### config.mk
export PLATFORM = sky130hd
export DESIGN_NAME = regfile_rd2w1
export DESIGN_NICKNAME = d
export VERILOG_FILES = /design/src/rtl/regfile_rd2w1.sv
export SDC_FILE = /design/constraint.sdc
export NUM_CORES = 1
export LEC_CHECK = 0
export CELL_PAD_IN_SITES_DETAIL_PLACEMENT = 2
export CELL_PAD_IN_SITES_GLOBAL_PLACEMENT = 2
export CORE_UTILIZATION = 42
export DETAILED_ROUTE_END_ITERATION = 7
export GPL_TIMING_DRIVEN = 0
export PLACE_DENSITY_LB_ADDON = 0.1
export SLEW_MARGIN = 15
export SYNTH_ARGS = -nofsm -noshare
export SYNTH_HDL_FRONTEND = slang
export SYNTH_SLANG_ARGS = --single-unit
### constraint.sdc
create_clock -name i_clock -period 2.29 [get_ports i_clock]
set_input_delay 0.3435 -clock i_clock [delete_from_list [all_inputs] [get_ports i_clock]]
set_output_delay 0.3435 -clock i_clock [all_outputs]
set_load 0.02 [all_outputs]
### src/rtl/regfile_rd2w1.sv
// rtl/regfile_rd2w1.sv - two-read/one-write register file with write-first bypass and PI synchronisers
module regfile_rd2w1 #(
    parameter int DATA_W    = 16,
    parameter int NUM_GPR   = 28,
    parameter int NUM_PI    = 2,
    parameter int SPR_BASE  = 32,
    parameter int NUM_SPR   = 2,
    parameter int WREG_ADDR = 34,
    parameter int SEL_A_W   = 5,
    parameter int SEL_B_W   = 6
) (
    input  logic                     i_clock,
    input  logic                     i_reset_n,
    input  logic                     i_update_block,
    input  logic [SEL_A_W-1:0]       i_sel_a,
    input  logic [SEL_B_W-1:0]       i_sel_b,
    output logic [DATA_W-1:0]        o_data_a,
    output logic [DATA_W-1:0]        o_data_b,
    output logic                     o_read_valid,
    output logic                     o_err_a,
    output logic                     o_err_b,
    input  logic                     i_wr_en,
    input  logic [SEL_B_W-1:0]       i_wr_sel,
    input  logic [DATA_W-1:0]        i_wr_data,
    output logic                     o_wr_err,
    input  logic [NUM_PI*DATA_W-1:0] i_pi_in,
    output logic [DATA_W-1:0]        o_working_register
);

    // Port A must be able to address every GPR and PI register
    if (NUM_GPR + NUM_PI > 2 ** SEL_A_W) begin : g_bad_params
        $error("regfile_rd2w1: NUM_GPR + NUM_PI exceeds the port A address space");
    end

    logic [DATA_W-1:0] r_gpr    [NUM_GPR];
    logic [DATA_W-1:0] r_spr    [NUM_SPR];
    logic [DATA_W-1:0] r_pi_s1  [NUM_PI];
    logic [DATA_W-1:0] r_pi_s2  [NUM_PI];
    logic [DATA_W-1:0] r_wreg;
    logic [DATA_W-1:0] r_data_a;
    logic [DATA_W-1:0] r_data_b;
    logic              r_read_valid;
    logic              r_err_a;
    logic              r_err_b;
    logic              r_wr_err;

    logic [SEL_B_W-1:0] w_sel_a_ext;
    logic [31:0]        w_a32;
    logic [31:0]        w_b32;
    logic [31:0]        w_w32;
    logic               w_a_valid;
    logic               w_b_valid;
    logic               w_wr_ok;
    logic [DATA_W-1:0]  w_next_a;
    logic [DATA_W-1:0]  w_next_b;

    // Addresses are compared zero-extended; port A is first widened to the port B width
    assign w_sel_a_ext = SEL_B_W'(i_sel_a);
    assign w_a32       = 32'(w_sel_a_ext);
    assign w_b32       = 32'(i_sel_b);
    assign w_w32       = 32'(i_wr_sel);

    // Returns stored contents for any mapped address; unmapped addresses read as 0
    function automatic logic [DATA_W-1:0] f_read(input logic [31:0] a);
        logic [DATA_W-1:0] v;
        v = '0;
        for (int k = 0; k < NUM_GPR; k++) if (a == 32'(k)) v = r_gpr[k];
        for (int k = 0; k < NUM_PI; k++) if (a == 32'(NUM_GPR + k)) v = r_pi_s2[k];
        for (int k = 0; k < NUM_SPR; k++) if (a == 32'(SPR_BASE + k)) v = r_spr[k];
        if (a == 32'(WREG_ADDR)) v = r_wreg;
        return v;
    endfunction

    // Address validity per port and for the write target, plus the next captured data
    always_comb begin
        w_a_valid = (w_a32 < 32'(NUM_GPR + NUM_PI));
        w_b_valid = (w_b32 < 32'(NUM_GPR + NUM_PI)) ||
                    ((w_b32 >= 32'(SPR_BASE)) && (w_b32 < 32'(SPR_BASE + NUM_SPR))) ||
                    (w_b32 == 32'(WREG_ADDR));
        w_wr_ok   = i_wr_en && ((w_w32 < 32'(NUM_GPR)) ||
                    ((w_w32 >= 32'(SPR_BASE)) && (w_w32 < 32'(SPR_BASE + NUM_SPR))) ||
                    (w_w32 == 32'(WREG_ADDR)));
        w_next_a  = '0;
        w_next_b  = '0;
        if (w_a_valid) w_next_a = (w_wr_ok && (w_sel_a_ext == i_wr_sel)) ? i_wr_data : f_read(w_a32);
        if (w_b_valid) w_next_b = (w_wr_ok && (i_sel_b == i_wr_sel)) ? i_wr_data : f_read(w_b32);
    end

    // Two-flop synchroniser per PI lane
    always_ff @(posedge i_clock or negedge i_reset_n) begin
        if (!i_reset_n) begin
            for (int k = 0; k < NUM_PI; k++) begin
                r_pi_s1[k] <= '0;
                r_pi_s2[k] <= '0;
            end
        end else begin
            for (int k = 0; k < NUM_PI; k++) begin
                r_pi_s1[k] <= i_pi_in[k*DATA_W +: DATA_W];
                r_pi_s2[k] <= r_pi_s1[k];
            end
        end
    end

    // Write port: update the addressed register, or flag a rejected write for one cycle
    always_ff @(posedge i_clock or negedge i_reset_n) begin
        if (!i_reset_n) begin
            for (int k = 0; k < NUM_GPR; k++) r_gpr[k] <= '0;
            for (int k = 0; k < NUM_SPR; k++) r_spr[k] <= '0;
            r_wreg   <= '0;
            r_wr_err <= 1'b0;
        end else begin
            r_wr_err <= i_wr_en && !w_wr_ok;
            if (w_wr_ok) begin
                for (int k = 0; k < NUM_GPR; k++) if (w_w32 == 32'(k)) r_gpr[k] <= i_wr_data;
                for (int k = 0; k < NUM_SPR; k++) if (w_w32 == 32'(SPR_BASE + k)) r_spr[k] <= i_wr_data;
                if (w_w32 == 32'(WREG_ADDR)) r_wreg <= i_wr_data;
            end
        end
    end

    // Read capture on Update_Block; data, error flags hold between captures
    always_ff @(posedge i_clock or negedge i_reset_n) begin
        if (!i_reset_n) begin
            r_data_a     <= '0;
            r_data_b     <= '0;
            r_err_a      <= 1'b0;
            r_err_b      <= 1'b0;
            r_read_valid <= 1'b0;
        end else begin
            r_read_valid <= i_update_block;
            if (i_update_block) begin
                r_data_a <= w_next_a;
                r_data_b <= w_next_b;
                r_err_a  <= !w_a_valid;
                r_err_b  <= !w_b_valid;
            end
        end
    end

    assign o_data_a           = r_data_a;
    assign o_data_b           = r_data_b;
    assign o_read_valid       = r_read_valid;
    assign o_err_a            = r_err_a;
    assign o_err_b            = r_err_b;
    assign o_wr_err           = r_wr_err;
    assign o_working_register = r_wreg;

endmodule
# Yosys cells after proc, flatten, opt, wreduce, memory -nomap -nowiden
# Index checks and enable logic that the tools add are counted.
# word_totals
register_bits,596
input_bits,69
output_inout_bits,52
wordCells,255
# op_classes
n_lt_le_gt_ge,7
n_eq_ne,93
mux,67
n_reduce_logical,47
# ops
operator,count
$mux 16,67
$eq 6x5->1 const B,26
$eq 6x4->1 const B,16
$logic_not 32->1,3
$eq 5x5->1 const B,14
$reduce_and 2->1,31
$eq 6x3->1 const B,8
$eq 5x4->1 const B,8
$eq 6x6->1 const B,6
$eq 6x2->1 const B,4
$eq 5x3->1 const B,4
$eq 6x1->1 const B,2
$ge 6x6->1 const B,2
$lt 6x5->1 const B,2
$lt 6x6->1 const B,2
$eq 5x2->1 const B,2
$eq 5x6->1,1
$eq 6x6->1,1
$logic_and 1x1->1,6
$eq 5x1->1 const B,1
$lt 5x5->1 const B,1
$logic_or 1x1->1,4
$logic_not 1->1,3

# Longest topological paths before layout
# depth
ltp_word,36
mapped_depth,12
mapped_depth_nobuf,8

# Worst setup path before layout
# Ideal clock, no wire load.
# synth_timing
path_type,input -> register
startpoint,input port i_wr_sel[3]
endpoint,register r_gpr[216] (netlist bit)
setup_time_ns,0.125
t_arrival_ns,2.206
required_ns,2.165
slack_ns,-0.041
cell_stages,6
path_buffers,2
cell_sequence,buf_2 a311oi_1 nand4b_1 nor2_1 buf_2 mux2_2
# synth_between
elab_chain_cells,6
word_cells_on_any_way,10
cone_classes,3 x order compare; 2 x eq/ne; 5 x reduce/logical
# synth_lines
element,line_no,source
"start, declared",23,"input logic [SEL_B_W-1:0] i_wr_sel,"
$ge 6x6->1 or $lt 6x6->1 (tied branches),81,((w_w32 >= 32'(SPR_BASE)) && (w_w32 < 32'(SPR_BASE + NUM_SPR))) ||
$logic_and 1x1->1,81,
$logic_or 1x1->1,80,w_wr_ok = i_wr_en && ((w_w32 < 32'(NUM_GPR)) ||
$logic_or 1x1->1,81,
$logic_and 1x1->1,80,
$reduce_and 2->1 (no source line) (*),-,
"end, declared",35,logic [DATA_W-1:0] r_gpr [NUM_GPR];
# Every way passes the cells marked *; elsewhere a longest branch is shown, timed or not.
# A chain may end at the register's enable or synchronous reset.

# Worst setup path after layout
# layout_timing
startpoint,input port i_sel_a[4]
endpoint,register r_data_a[14] (netlist: o_data_a[14])
# layout_between
elab_chain_cells,33
word_cells_on_any_way,65
cone_classes,1 x order compare; 30 x eq/ne; 32 x mux; 2 x reduce/logical
# layout_lines
element,line_no,source
"start, declared",15,"input logic [SEL_A_W-1:0] i_sel_a,"
$logic_not 32->1,67,for (int k = 0; k < NUM_GPR; k++) if (a == 32'(k)) v = r_gpr[k];
$mux 16 (28 in series),67,
$mux 16 (2 in series),68,for (int k = 0; k < NUM_PI; k++) if (a == 32'(NUM_GPR + k)) v = r_pi_s2[k];
$mux 16,85,if (w_a_valid) w_next_a = (w_wr_ok && (w_sel_a_ext == i_wr_sel)) ? i_wr_data : f_read(w_a32);
$mux 16 (*),85,
"end signal, assigned",132,r_data_a <= w_next_a;
"end, declared",40,logic [DATA_W-1:0] r_data_a;
# Marks and branches as above.

==> flow_metrics.tcl <==
set metrics [dict create \
    dpl-instance-area_sq_um 32520 \
    pin_count 121 \
    power_density_nw_per_um2 765.0 \
    placementRows 97 \
    power_frac_clock 0.403 \
    final_common_cell "dfrtp_1" \
    cts_tree "done" \
    tns_ns -3.624 \
    hold_depth 1 \
    clock_skew_ns 0.02145 \
    end_kind "flip-flop" \
    layout_common_cells "596 x dfrtp_1, 474 x mux2_2, 209 x a22oi_1" \
    drc 12 \
    maxCapViolations 0 \
    cts_max_level 3 \
    fp.coreArea_sq_um 70150 \
    ir_drop_uv 559.8 \
    final_cell_area_sq_um 38860 \
    synth_cells 2702 \
    grt_max_degree 107 \
    synth_area_per_cell_sq_um 11.05 \
    synth_flop_cell "dfrtp_1" \
    async_reset_ff_frac 1.000 \
    antenna_found_initial 10 \
    worstSetupPathType "input port to flip-flop" \
    fmax_ghz 0.3878 \
    dieArea_sq_um 72130 \
    first_global_vias 30893 \
    port_buffers 116 \
    grt_setup_unrepaired "yes" \
    timing.hold.ws_ns 0.1201 \
    worst-r2r-cell-count 8 \
    post-place-ws_ns -2.907 \
    drt-vias-per-instance 7.606 \
    worst_pin_slew_ns 1.013 \
    yosysSeqAreaShare 0.4997 \
    clkSinkCount 596 \
    crit_path_start_kind "input port" \
    cp.required_ns 2.80 \
    final-hold-violation-count 0 \
    die_h_um 268.6 \
    grt_pass1_wl_um 253400 \
    relSlewSlack 0.3247 \
    final_nets 3111 \
    leakagePower_nw 16.99 \
    synth_seq_cells 596 \
    status "finished with violations" \
    setup_viol 53 \
    yosys_warnings 0 \
    antenna_left 0 \
    grt_overflow_total 0 \
    cts-root-buf "clkbuf_16" \
    combPwrFrac 0.152 \
    finalMaxSlewViolations 0 \
    die_x_um 268.6 \
    path_max_fanout 10 \
    avgRoutedWirePerCell_um 46.98 \
    initial_utilization 0.4254 \
    p_int_mw 20.61 \
    synth_cell_type_count 82 \
    grt_usage 0.5090 \
    routed_wl_um 189800 \
    min_period_over_period 1.126 \
    synth_nets 2771 \
    syn-cell-area_sq_um 29840 \
    dp_hpwl_um 125800 \
    violations "design-rule violations, negative setup slack" \
    clock_latency_ns 0.64 \
    hold_path_class "input port to flip-flop" \
    min_period_ns 2.578 \
    switchingPower_mw 9.116 \
    switching_share 0.3067 \
    cp.arrival_ns 3.09 \
    seqPwrFrac 0.446 \
    finalPower_mw 29.73 \
    place_congestion 1.039 \
    clockBufferDepth 3 \
    dr.pass1.iters 8 \
    drt_iter0_drc 4796 \
    cts.clk_slew.worst_paths_ns 0.06 \
    final.setup.worst_slack_ns -0.2884 \
    synth_edf_count 0 \
    numCtsBuffers 71 \
    area_growth_pct 30.20 \
    drive_gt1_frac 0.3787 \
    vias 30737 \
]
==> layout make-up <==
cell class	instances	area (sq um)
diodes	9	22.52
inverters	20	80.08
repair buffers	279	2784
plain buffers	208	1838
fillers	6656	31290
multi-input cells	1866	15690
clock inverters	14	214.0
flip-flops and latches	596	14910
well taps	940	1176
clock buffers	109	2143
==> cell families after synthesis <==
group,synth area share
buf+inv,0.03329
mux,0.1891
flops,0.4997
xor+xnor,0.003228
simple gates,0.09722
compound gates,0.1775
==> worst max-delay path, stage by stage <==
cell and delay (ns):
buf_2 0.23, buf_4 0.35, nor2b_4 0.39, nand2_1 0.35, o311ai_0 0.80, a21oi_2 0.17
o21ai_0 0.31, nand2_1 0.11
==> final timing paths <==
check / endpoint / startpoint / slack, ns
worst max-delay path: o_data_a[14]$_DFFE_PN0P_ / i_sel_a[4] / -0.29
worst min-delay path: o_read_valid$_DFF_PN0_ / i_update_block / 0.12
worst max register to register: o_data_b[2]$_DFFE_PN0P_ / r_gpr[322]$_DFFE_PN0P_ / -0.20
worst min register to register: r_pi_s2[2]$_DFF_PN0_ / r_pi_s1[2]$_DFF_PN0_ / 0.35
max in group asynchronous: r_spr[1]$_DFFE_PN0P_ / i_reset_n / 0.24
min in group asynchronous: r_gpr[407]$_DFFE_PN0P_ / i_reset_n / 0.25
==> cells in the mapped netlist, types with 33 or more instances <==
cell | number | area [sq um]
buf_2 | 59 | 295.3
nor2_1 | 146 | 548.0
nand3_1 | 51 | 255.2
a221oi_1 | 37 | 324.1
nand2_1 | 183 | 686.9
clkbuf_1 | 147 | 551.8
mux2_2 | 474 | 5338
o21ai_0 | 153 | 765.7
o22ai_1 | 34 | 212.7
a22oi_1 | 219 | 1644
nand4_1 | 36 | 225.2
nor3_1 | 40 | 200.2
a222oi_1 | 33 | 330.3
a21oi_1 | 115 | 575.6
dfrtp_1 | 596 | 14910
==> registers in the layout, indices dropped and copies added, names as in the netlist <==
name,count
r_gpr,448
r_pi_s1,32
r_pi_s2,32
r_spr,32
o_data_a,16
o_data_b,16
o_working_register,16
o_err_a,1
o_err_b,1
o_read_valid,1
o_wr_err,1
==> power by group through the flow <==
| stage | Combinational (mW) | Sequential (mW) | Clock (mW) |
|---|---|---|---|
| floorplan | 1.89 | 12.7 | 0 |
| global placement | 3.40 | 13.1 | 0 |
| detailed placement | 3.65 | 13.2 | 0 |
| CTS | 4.10 | 13.0 | 11.9 |
| global route | 4.59 | 13.3 | 12.2 |
| finish | 4.51 | 13.3 | 12.0 |
==> repair_timing <==
action / in CTS / in global routing
gates resized for setup: 665 / 147
buffers inserted: 100 / 44
cloned: 2 / 2
hold buffers: 1 / 0
hold endpoints to repair: 60 / 0
endpoints found under the setup margin: 459 / 251
pin swaps: 80 / 68
==> per-layer routing <==
metal  share of wire  vias up  track usage
met5         0.00067        -            0
met4           0.093       14       0.3836
met3            0.13     1011       0.1500
met2            0.41     2882       0.7297
met1            0.36    15859       0.6471
li1                -    10971            -
==> metrics by stage <==
| stage | std cells | utilization |
|---|---|---|
| global placement | 3758 | 0.4589 |
| CTS | 3987 | 0.5416 |
| floorplan | 2702 | - |
| global route | 4032 | 0.5536 |
| detailed placement | 3772 | 0.4635 |
| finish | 4041 | 0.5539 |
(Power assumes the default switching activity.)
